===== src/rtl/hazard_ctrl.sv =====
// rtl/hazard_ctrl.sv - pipeline hazard controller: load-use stall, MEM-stage branch flush, dmem freeze watchdog
// Optional feature macro: HAZARD_STATS_EN (adds stall_cnt / flush_cnt outputs)
module hazard_ctrl #(
  parameter int REG_W      = 5,
  parameter int MAX_FREEZE = 255,
  parameter int CNT_W      = 16
) (
  input  logic             clk,
  input  logic             rst,
  input  logic [REG_W-1:0] id_rs,
  input  logic [REG_W-1:0] id_rt,
  input  logic             id_uses_rt,
  input  logic             ex_memread,
  input  logic [REG_W-1:0] ex_rt,
  input  logic             mem_branch_taken,
  input  logic             dmem_busy,
  output logic             pc_write,
  output logic             ifid_write,
  output logic             idex_bubble,
  output logic             ifid_flush,
  output logic             idex_flush,
  output logic             exmem_flush,
  output logic             pipe_freeze,
  output logic             freeze_timeout,
  output logic [1:0]       state
`ifdef HAZARD_STATS_EN
  ,
  output logic [CNT_W-1:0] stall_cnt,
  output logic [CNT_W-1:0] flush_cnt
`endif
);

  // Freeze counter must be able to hold MAX_FREEZE+1 (the saturation value).
  localparam int FC_W = $clog2(MAX_FREEZE + 2);
  localparam logic [FC_W-1:0] FC_SAT = FC_W'(MAX_FREEZE + 1);
  localparam logic [FC_W-1:0] FC_LIM = FC_W'(MAX_FREEZE);

  typedef enum logic [1:0] {
    RUN       = 2'd0,
    LOADSTALL = 2'd1,
    FLUSH     = 2'd2,
    FREEZE    = 2'd3
  } state_t;

  state_t          cur_state;
  state_t          nxt_state;
  logic [FC_W-1:0] freeze_cnt;
  logic            load_use;
  logic            lu_masked;

  // Raw load-use detection; register 0 never creates a dependency.
  assign load_use = ex_memread && (ex_rt != '0) &&
                    ((ex_rt == id_rs) || (id_uses_rt && (ex_rt == id_rt)));

  // The cycle after a bubble or flush, ID/EX no longer holds the load, so suppress re-stall.
  assign lu_masked = (cur_state == LOADSTALL) || (cur_state == FLUSH);

  assign state = cur_state;

  // State register.
  always_ff @(posedge clk or posedge rst) begin
    if (rst) begin
      cur_state <= RUN;
    end else begin
      cur_state <= nxt_state;
    end
  end

  // Next state and Mealy enables; priority busy > branch > load-use, FREEZE exits as RUN.
  always_comb begin
    nxt_state   = RUN;
    pc_write    = 1'b1;
    ifid_write  = 1'b1;
    idex_bubble = 1'b0;
    ifid_flush  = 1'b0;
    idex_flush  = 1'b0;
    exmem_flush = 1'b0;
    pipe_freeze = 1'b0;
    if (rst) begin
      nxt_state = RUN;
    end else if (dmem_busy) begin
      pipe_freeze = 1'b1;
      pc_write    = 1'b0;
      ifid_write  = 1'b0;
      nxt_state   = FREEZE;
    end else if (mem_branch_taken) begin
      ifid_flush  = 1'b1;
      idex_flush  = 1'b1;
      exmem_flush = 1'b1;
      nxt_state   = FLUSH;
    end else if (load_use && !lu_masked) begin
      pc_write    = 1'b0;
      ifid_write  = 1'b0;
      idex_bubble = 1'b1;
      nxt_state   = LOADSTALL;
    end
  end

  // Consecutive frozen-cycle counter, saturating one past the tolerance.
  always_ff @(posedge clk or posedge rst) begin
    if (rst) begin
      freeze_cnt <= '0;
    end else if (dmem_busy) begin
      if (freeze_cnt != FC_SAT) begin
        freeze_cnt <= freeze_cnt + FC_W'(1);
      end
    end else begin
      freeze_cnt <= '0;
    end
  end

  // Sticky watchdog flag: sets on the busy cycle that brings the count to MAX_FREEZE+1.
  always_ff @(posedge clk or posedge rst) begin
    if (rst) begin
      freeze_timeout <= 1'b0;
    end else if (dmem_busy && (freeze_cnt >= FC_LIM)) begin
      freeze_timeout <= 1'b1;
    end
  end

`ifdef HAZARD_STATS_EN
  // Event counters for bubbles and branch flushes; wrap naturally.
  always_ff @(posedge clk or posedge rst) begin
    if (rst) begin
      stall_cnt <= '0;
      flush_cnt <= '0;
    end else begin
      stall_cnt <= stall_cnt + CNT_W'(idex_bubble);
      flush_cnt <= flush_cnt + CNT_W'(ifid_flush);
    end
  end
`endif

endmodule


===== config.mk =====
export PLATFORM = sky130hd
export DESIGN_NAME = hazard_ctrl
export DESIGN_NICKNAME = d
export VERILOG_FILES = /design/src/rtl/hazard_ctrl.sv
export SDC_FILE = /design/constraint.sdc
export NUM_CORES = 1
export LEC_CHECK = 0
export CAP_MARGIN = 10
export CORE_MARGIN = 2
export CORE_UTILIZATION = 30
export CTS_CLUSTER_DIAMETER = 100
export DETAILED_ROUTE_END_ITERATION = 6
export GPL_ROUTABILITY_DRIVEN = 0
export PLACE_DENSITY_LB_ADDON = 0.2
export SLEW_MARGIN = 20
export SYNTH_ARGS = -nofsm -noshare
export SYNTH_HDL_FRONTEND = slang
export SYNTH_SLANG_ARGS = --single-unit

===== constraint.sdc =====
create_clock -name clk -period 4.13 [get_ports clk]
set_input_delay 0.6195 -clock clk [delete_from_list [all_inputs] [get_ports clk]]
set_output_delay 0.6195 -clock clk [all_outputs]
set_load 0.05 [all_outputs]

Word level (Yosys, flattened, before mapping)
Cells that the tools add are included.

storage, ports and cells
  bits in registers = 12
  logic and storage cells = 39

cells by class
  mux-type cells = 19
  reduce and logical (&&, ||, !) cells = 9
  equal/unequal tests = 6
  magnitude comparators = 1
  add/subtract/negate cells = 1

operators by type and width
  operator                                                               count
  9-bit 2-to-1 mux                                                       2
  1-bit 2-to-1 mux                                                       14
  5-bit == test                                                          2
  9-bit by 1-bit adder with 9-bit output, second input constant          1
  9-bit by 8-bit >= comparator with 1-bit output, second input constant  1
  9-bit != test, second input constant                                   1
  2-bit 2-to-1 mux                                                       3
  1-bit logical AND                                                      5
  5-bit nonzero test                                                     1
  2-bit by 1-bit == test with 1-bit output, second input constant        1
  2-bit == test, second input constant                                   1
  1-bit logical OR                                                       2
  2-bit by 1-bit != test with 1-bit output, second input constant        1
  1-bit zero test                                                        1

Longest topological paths before layout
Gate-level depths: netlist of run 1.

  depth after elaboration = 9
  mapped depth = 6

Worst setup path before layout of run 1
No wires, ideal clock.

  kind = reg2out
  start point = register cur_state[1] (netlist: state[1])
  end point = output idex_bubble
  required time = 3.510 ns
  cell stages (with the launch flop) = 5
  slack = 1.199 ns
  arrival time = 2.312 ns
  cells stage by stage = dfrtp_1 xor2_1 nor4b_1 o21ai_2 nor3_1

between the ends
  word-level cells in the longest chain between the ends = 8
  elaborated cells on any way between the ends = 9

RTL lines
  item                                                                              line  RTL
  start, declared                                                                   45    state_t cur_state;
  start signal, assigned                                                            65    cur_state <= nxt_state;
  2-bit by 1-bit == test with 1-bit output / 2-bit == test (equally long branches)  56    assign lu_masked = (cur_state == LOADSTALL) || (cur_state == FLUSH);
  1-bit logical OR (*)                                                              56
  1-bit zero test (*)                                                               91    end else if (load_use && !lu_masked) begin
  1-bit logical AND (*)                                                             91
  1-bit 2-to-1 mux (*)                                                              91
  1-bit 2-to-1 mux (*)                                                              86    end else if (mem_branch_taken) begin
  1-bit 2-to-1 mux (*)                                                              81    end else if (dmem_busy) begin
  1-bit 2-to-1 mux (*)                                                              79    if (rst) begin
  end, declared                                                                     19    output logic idex_bubble,

Mark *: on every way between the ends. The rest lies on a longest branch, timed or not.

Worst setup path after layout of run 1
  start point = input ex_rt[1]
  end point = output pc_write

between the ends
  word-level cells in the longest chain between the ends = 9
  elaborated cells on any way between the ends = 12

RTL lines
  item                   line  RTL
  start, declared        14    input logic [REG_W-1:0] ex_rt,
  5-bit == test          53    ((ex_rt == id_rs) || (id_uses_rt && (ex_rt == id_rt)));
  1-bit logical AND      53
  1-bit logical OR       53
  1-bit logical AND (*)  52    assign load_use = ex_memread && (ex_rt != '0) &&
  1-bit logical AND (*)  91
  1-bit 2-to-1 mux (*)   91
  1-bit 2-to-1 mux (*)   86
  1-bit 2-to-1 mux (*)   81
  1-bit 2-to-1 mux (*)   79
  end, declared          17    output logic pc_write,

Marks and branches as above.

==> flow_summary.json, run 1 <==
{
  "status": "completed",
  "clock_path_buffers": 2,
  "antenna_left": 0,
  "numCtsBuffers": 3,
  "cp_max_fo": 3,
  "core_um2": 2480,
  "area_delta_synth_final_pct": 42.9,
  "clock-sinks": 12,
  "ys_async_sr_fraction_pct": 100,
  "worst_slew_margin_rel_pct": 64.5,
  "cts.clk_slew.worst_paths_ns": 0.06,
  "power_density_nw_per_um2": 246,
  "drtIter0Drc": 6,
  "maxCapViolations": 0,
  "wl_per_cell_um": 11.6,
  "cp_num_buf_inv": 2,
  "worst_pin_slew_ns": 0.532,
  "hold_path_end": "freeze_timeout$_DFFE_PP0P_",
  "die_y_um": 55.0,
  "min_period_ns": 3.44,
  "clkLatencyLatePin_ns": 0.26,
  "ys_types": 24,
  "synth_seq_area_share_pct": 38.5,
  "post_cts_buffers": 0,
  "fill_cells": 257,
  "syn_avg_cell_area_um2": 9.06,
  "clockPowerShare_pct": 24.7,
  "synth-seq-cells": 12,
  "drive_gt1_share_pct": 5.22,
  "rows": 18,
  "synth_ff_type": "dfrtp_1",
  "p_int_uw": 193,
  "worst_ep_arrival_time_ns": 2.82,
  "dpl_worst_slack_ns": 0.670,
  "multiInputGateArea_um2": 427,
  "vias": 696,
  "ir_worst_vdd_mv": 0.128,
  "r2r_end": "freeze_cnt[0]$_DFFE_PP0P_",
  "reg2reg_slack_ns": 2.61,
  "cp-end-kind": "output port",
  "dr.pass1.iters": 4,
  "diodes": 0,
  "cp_slowest_cell": "clkdlybuf4s50_1",
  "cp_slowest_stage_delay_ns": 0.83,
  "grt_overflow": 0,
  "finalHoldViolCount": 0,
  "setup_viol": 0,
  "grt_use_total_pct": 11.9,
  "start_util_pct": 31.5,
  "htree_levels": 1,
  "rr_startpoint": "freeze_cnt[0]$_DFFE_PP0P_",
  "critPathTopFamily": "buffers and inverters",
  "antenna_found_initial": 0,
  "fin_crit_sh_pct": 83.2,
  "cts_tree": "yes",
  "worstHoldStart": "freeze_timeout$_DFFE_PP0P_",
  "syn_nets": 110,
  "yosys_warnings": 0,
  "drc": 0,
  "die_area_um2": 3020,
  "via_per_inst": 4.80,
  "final_nets": 141,
  "seqCellArea_um2": 300,
  "finClkSkew_ns": 0.000684,
  "p_sw_share_pct": 29.4,
  "root_buffer": "clkbuf_4",
  "critPathLaunchType": "input port",
  "synth_cells": 86,
  "port_buffers": 30,
  "netlist.area_leader.share_pct": 38.5,
  "combinationalPowerShare_pct": 28.9,
  "synth_area_um2": 779,
  "fin_tns_setup_ns": 0,
  "pwr-share-seq_pct": 46.4,
  "grt_pass1_wl_mm": 2.59,
  "fin_ws_ns": 0.695,
  "grt_max_degree": 15,
  "crit_path_cell_trace": "clkdlybuf4s50_1 -> or4_4 -> o21ai_2 -> a2bb2oi_2 -> clkdlybuf4s50_1",
  "synth_edf_count": 0,
  "routed_wl_mm": 1.68,
  "hp-class": "reg2reg",
  "worstSetupPathType": "in2out",
  "grt_pass1_vias": 651,
  "die_width_um": 55.0,
  "required_ns": 3.51,
  "dp_hpwl_mm": 1.42,
  "crit_top_cell": "clkdlybuf4s50_1",
  "cts_resized": 0,
  "hold_path_depth": 1,
  "holdBufCountCts": 0,
  "drv_slew": 0,
  "yosys-top-cells-area": "dfrtp_1 39%, xor2_1 15%, ha_1 4.8%",
  "p_leak_uw": 0.000442,
  "synth_top_area_cell": "dfrtp_1",
  "clock.fmax_mhz": 291,
  "rsz0062_at_grt": "no",
  "rr_worst_depth": 6,
  "ios": 31,
  "power_switching_uw": 80.6
}
-- power by group through the flow --
stage | logic, uW | registers [uW] | clock network, uW
after floorplan | 36.6 | 136 | 0
after global placement | 79.7 | 129 | 0
after detailed placement | 79.8 | 129 | 0
after CTS | 80.0 | 127 | 72.2
after global routing | 85.6 | 128 | 77.6
final | 79.2 | 127 | 67.7
-- cell usage after synthesis (2+ instances only) --
cell and number:
ha_1 3, nor3_1 6, buf_4 3, nand2_1 5, a21oi_1 4, nand3_1 5, xnor2_1 3, inv_1 7
nor2_1 9, nor4b_1 3, or3_1 2, dfrtp_1 12, xor2_1 13
-- metal layers --
metal / global-route usage (%) / up-vias / wire length (um)
li1: - / 350 / -
met1: 12.8 / 321 / 655
met2: 22.6 / 23 / 925
met3: 3.49 / 2 / 83
met5: 0 / - / 0
met4: 2.44 / 0 / 13
-- how the worst max path moves through the flow --
stage	startpoint	endpoint	depth (start not counted)
after floorplan	state[1]$_DFF_PP0_	idex_bubble	4
after global placement	ex_rt[3]	idex_bubble	6
after detailed placement	ex_rt[3]	idex_bubble	6
after CTS	ex_rt[3]	idex_bubble	6
after global routing	ex_rt[3]	idex_bubble	6
final	ex_rt[1]	pc_write	5
-- final cells by class --
type	instances	area share [%]
tap	30	3.37
timing repair buffer	30	27.0
inverter	7	2.36
multi-input combinational	63	38.3
clock buffer	3	2.02
sequential	12	27.0
-- cell usage in the layout, fill, tap and decap left out, drive strengths merged, types with 3 or more instances in the layout --
cell type,n
nand2,5
dfrtp,12
nor4b,3
clkbuf,3
a21oi,4
xor2,13
clkdlybuf4s50,30
nor3,6
nor2,9
xnor2,3
nand3,5
inv,7
ha,3
-- cells by family (layout without fill, tap and decap cells) --
kind of cell	count (synthesis)	in the layout	synth area share (%)
XOR/XNOR	16	16	18.0
AO/OA/AOI/OAI	10	10	9.15
flip-flops	12	12	38.5
adder cells (fa/ha/maj)	3	3	4.82
AND/OR/NAND/NOR	34	34	22.8
buffers and inverters	11	40	6.74
-- stage by stage --
step | hold slack, ns | utilization (%) | cells | total power, uW | cell area (um2)
finish | 0.489 | 44.9 | 145 | 274 | 1110
global route | 0.537 | 44.9 | 145 | 291 | 1110
CTS | 0.493 | 44.9 | 145 | 279 | 1110
detailed placement | 0.474 | 44.0 | 142 | 209 | 1090
global placement | 0.459 | 44.0 | 142 | 209 | 1090
floorplan | 0.506 | - | 86 | 173 | 779
-- flip-flops by register name (all words and copies together), names as in the netlist --
signal	flops
freeze_cnt	9
state	2
freeze_timeout	1
Power figures use the tool's default switching activity.
==> run 2, diff against run 1 <==
==> constraint.sdc (replaced) <==
create_clock -name clk -period 3.5 [get_ports clk]
set_input_delay 0.525 -clock clk [delete_from_list [all_inputs] [get_ports clk]]
set_output_delay 0.525 -clock clk [all_outputs]
set_load 0.05 [all_outputs]
==> run 2 against run 1 <==
  * First-iteration DRC count grew 100%
  * Setup slack worse by 0.13 ns
  * Critical path depth decreased by 1
  * Core utilization did not move
  * Register-to-register slack worse by 0.70 ns
  * Die area is the same
  * Power up 19%
  * Cell count increased by 0.69%
  * Worst hold slack lost 0.0051 ns
  * Count of clock-buffer cells in the layout unchanged
==> flow_summary.json, run 2 (synthesis results as in run 1) <==
{
  "fin_crit_sh_pct": 83.8,
  "post_cts_buffers": 0,
  "hp-class": "reg2reg",
  "finalHoldViolCount": 0,
  "rr_worst_depth": 6,
  "via_per_inst": 4.75,
  "rr_startpoint": "freeze_cnt[0]$_DFFE_PP0P_",
  "root_buffer": "clkbuf_4",
  "hold_path_depth": 1,
  "layout_common_cells": "27 x clkdlybuf4s50_1, 13 x xor2_1, 12 x dfrtp_1",
  "clkLatencyLatePin_ns": 0.27,
  "grt_pass1_vias": 723,
  "final_common_cell": "clkdlybuf4s50_1",
  "area_delta_synth_final_pct": 42.9,
  "critPathLaunchType": "input port",
  "htree_levels": 1,
  "multiInputGateArea_um2": 427,
  "drv_slew": 0,
  "wl_per_cell_um": 12.2,
  "clock.fmax_mhz": 341,
  "rsz0062_at_grt": "no",
  "cp-end-kind": "output port",
  "dp_hpwl_mm": 1.44,
  "routed_wl_mm": 1.78,
  "drc": 0,
  "worst_slew_margin_rel_pct": 66.5,
  "die_width_um": 55.0,
  "antenna_found_initial": 0,
  "finClkSkew_ns": 0.00627,
  "cts_tree": "yes",
  "worstSetupPathType": "in2out",
  "vias": 694,
  "p_leak_uw": 0.000450,
  "largest-register": "freeze_cnt",
  "required_ns": 2.97,
  "cts.clk_slew.worst_paths_ns": 0.07,
  "numCtsBuffers": 3,
  "rows": 18,
  "worst_pin_slew_ns": 0.501,
  "final_nets": 142,
  "crit_top_cell": "clkdlybuf4s50_1",
  "fin_tns_setup_ns": 0,
  "cp_slowest_cell": "clkdlybuf4s50_1",
  "ir_worst_vdd_mv": 0.157,
  "fin_cells": 146,
  "antenna_left": 0,
  "reg2reg_slack_ns": 1.91,
  "grt_max_degree": 14,
  "largest_reg_flops": 9,
  "clock-sinks": 12,
  "cts_resized": 0,
  "drive_gt1_share_pct": 8.62,
  "dp.cells": 143,
  "core_um2": 2480,
  "critPathLaunch": "dmem_busy",
  "drtIter0Drc": 12,
  "setup_viol": 0,
  "crit_path_cell_trace": "clkdlybuf4s50_1 -> inv_1 -> and3_1 -> clkdlybuf4s50_1",
  "maxCapViolations": 0,
  "dr.pass1.iters": 4,
  "fill_cells": 268,
  "status": "completed",
  "die_y_um": 55.0,
  "grt_use_total_pct": 13.8,
  "r2r_end": "freeze_cnt[0]$_DFFE_PP0P_",
  "grt_pass1_wl_mm": 2.92,
  "die_area_um2": 3020,
  "start_util_pct": 31.5,
  "diodes": 0,
  "setup.worst_path.end": "idex_flush",
  "min_period_ns": 2.93,
  "ios": 31,
  "port_buffers": 30,
  "cp_max_fo": 13,
  "grt_overflow": 0,
  "power_density_nw_per_um2": 294,
  "cp_slowest_stage_delay_ns": 0.82,
  "holdBufCountCts": 0,
  "worst_ep_arrival_time_ns": 2.41,
  "seqCellArea_um2": 300,
  "clock_path_buffers": 2
}
## run 2: changes by cell type in the layout (fill, tap and decap cells not counted), sizes merged
cell,before,now
buf,0,4
clkdlybuf4s50,30,27
## run 2: how the worst min path moves through the flow
stage / to / startpoint
detailed placement: freeze_timeout$_DFFE_PP0P_ / freeze_timeout$_DFFE_PP0P_
floorplan: freeze_cnt[0]$_DFFE_PP0P_ / rst
global route: freeze_timeout$_DFFE_PP0P_ / freeze_timeout$_DFFE_PP0P_
CTS: freeze_timeout$_DFFE_PP0P_ / freeze_timeout$_DFFE_PP0P_
global placement: freeze_timeout$_DFFE_PP0P_ / freeze_timeout$_DFFE_PP0P_
finish: freeze_timeout$_DFFE_PP0P_ / freeze_timeout$_DFFE_PP0P_
## run 2: cell type report
class | count | area share, %
well taps | 30 | 3.37
repair buffers | 31 | 27.0
inverters | 7 | 2.36
clock buffers | 3 | 2.02
multi-input cells | 63 | 38.3
flip-flops and latches | 12 | 27.0
## run 2: metrics by stage
step,utilization [%],setup WS [ns],cell area [um2],power [uW],hold WS [ns]
floorplan,-,0.663,779,204,0.412
global placement,44.0,0.586,1090,247,0.465
detailed placement,44.0,0.537,1090,248,0.472
CTS,44.9,0.540,1110,331,0.492
global route,44.9,0.440,1110,348,0.499
finish,44.9,0.566,1110,327,0.484
## run 2: report_power, final
group / switching (uW) / internal (uW)
combinational: 49.3 / 44.7
sequential: 5.92 / 144
clock: 43.5 / 39.8
total: 98.7 / 229
## run 2: critical path: cells and delay by family
| family | cells | cell delay [ns] |
|---|---|---|
| simple gates | 1 | 0.26 |
| buf+inv | 3 | 1.62 |
## run 2: layer usage
layer,track usage (%),wire [um]
met3,3.23,65
met1,14.4,717
met4,6.10,35
met2,26.0,961
met5,0,0
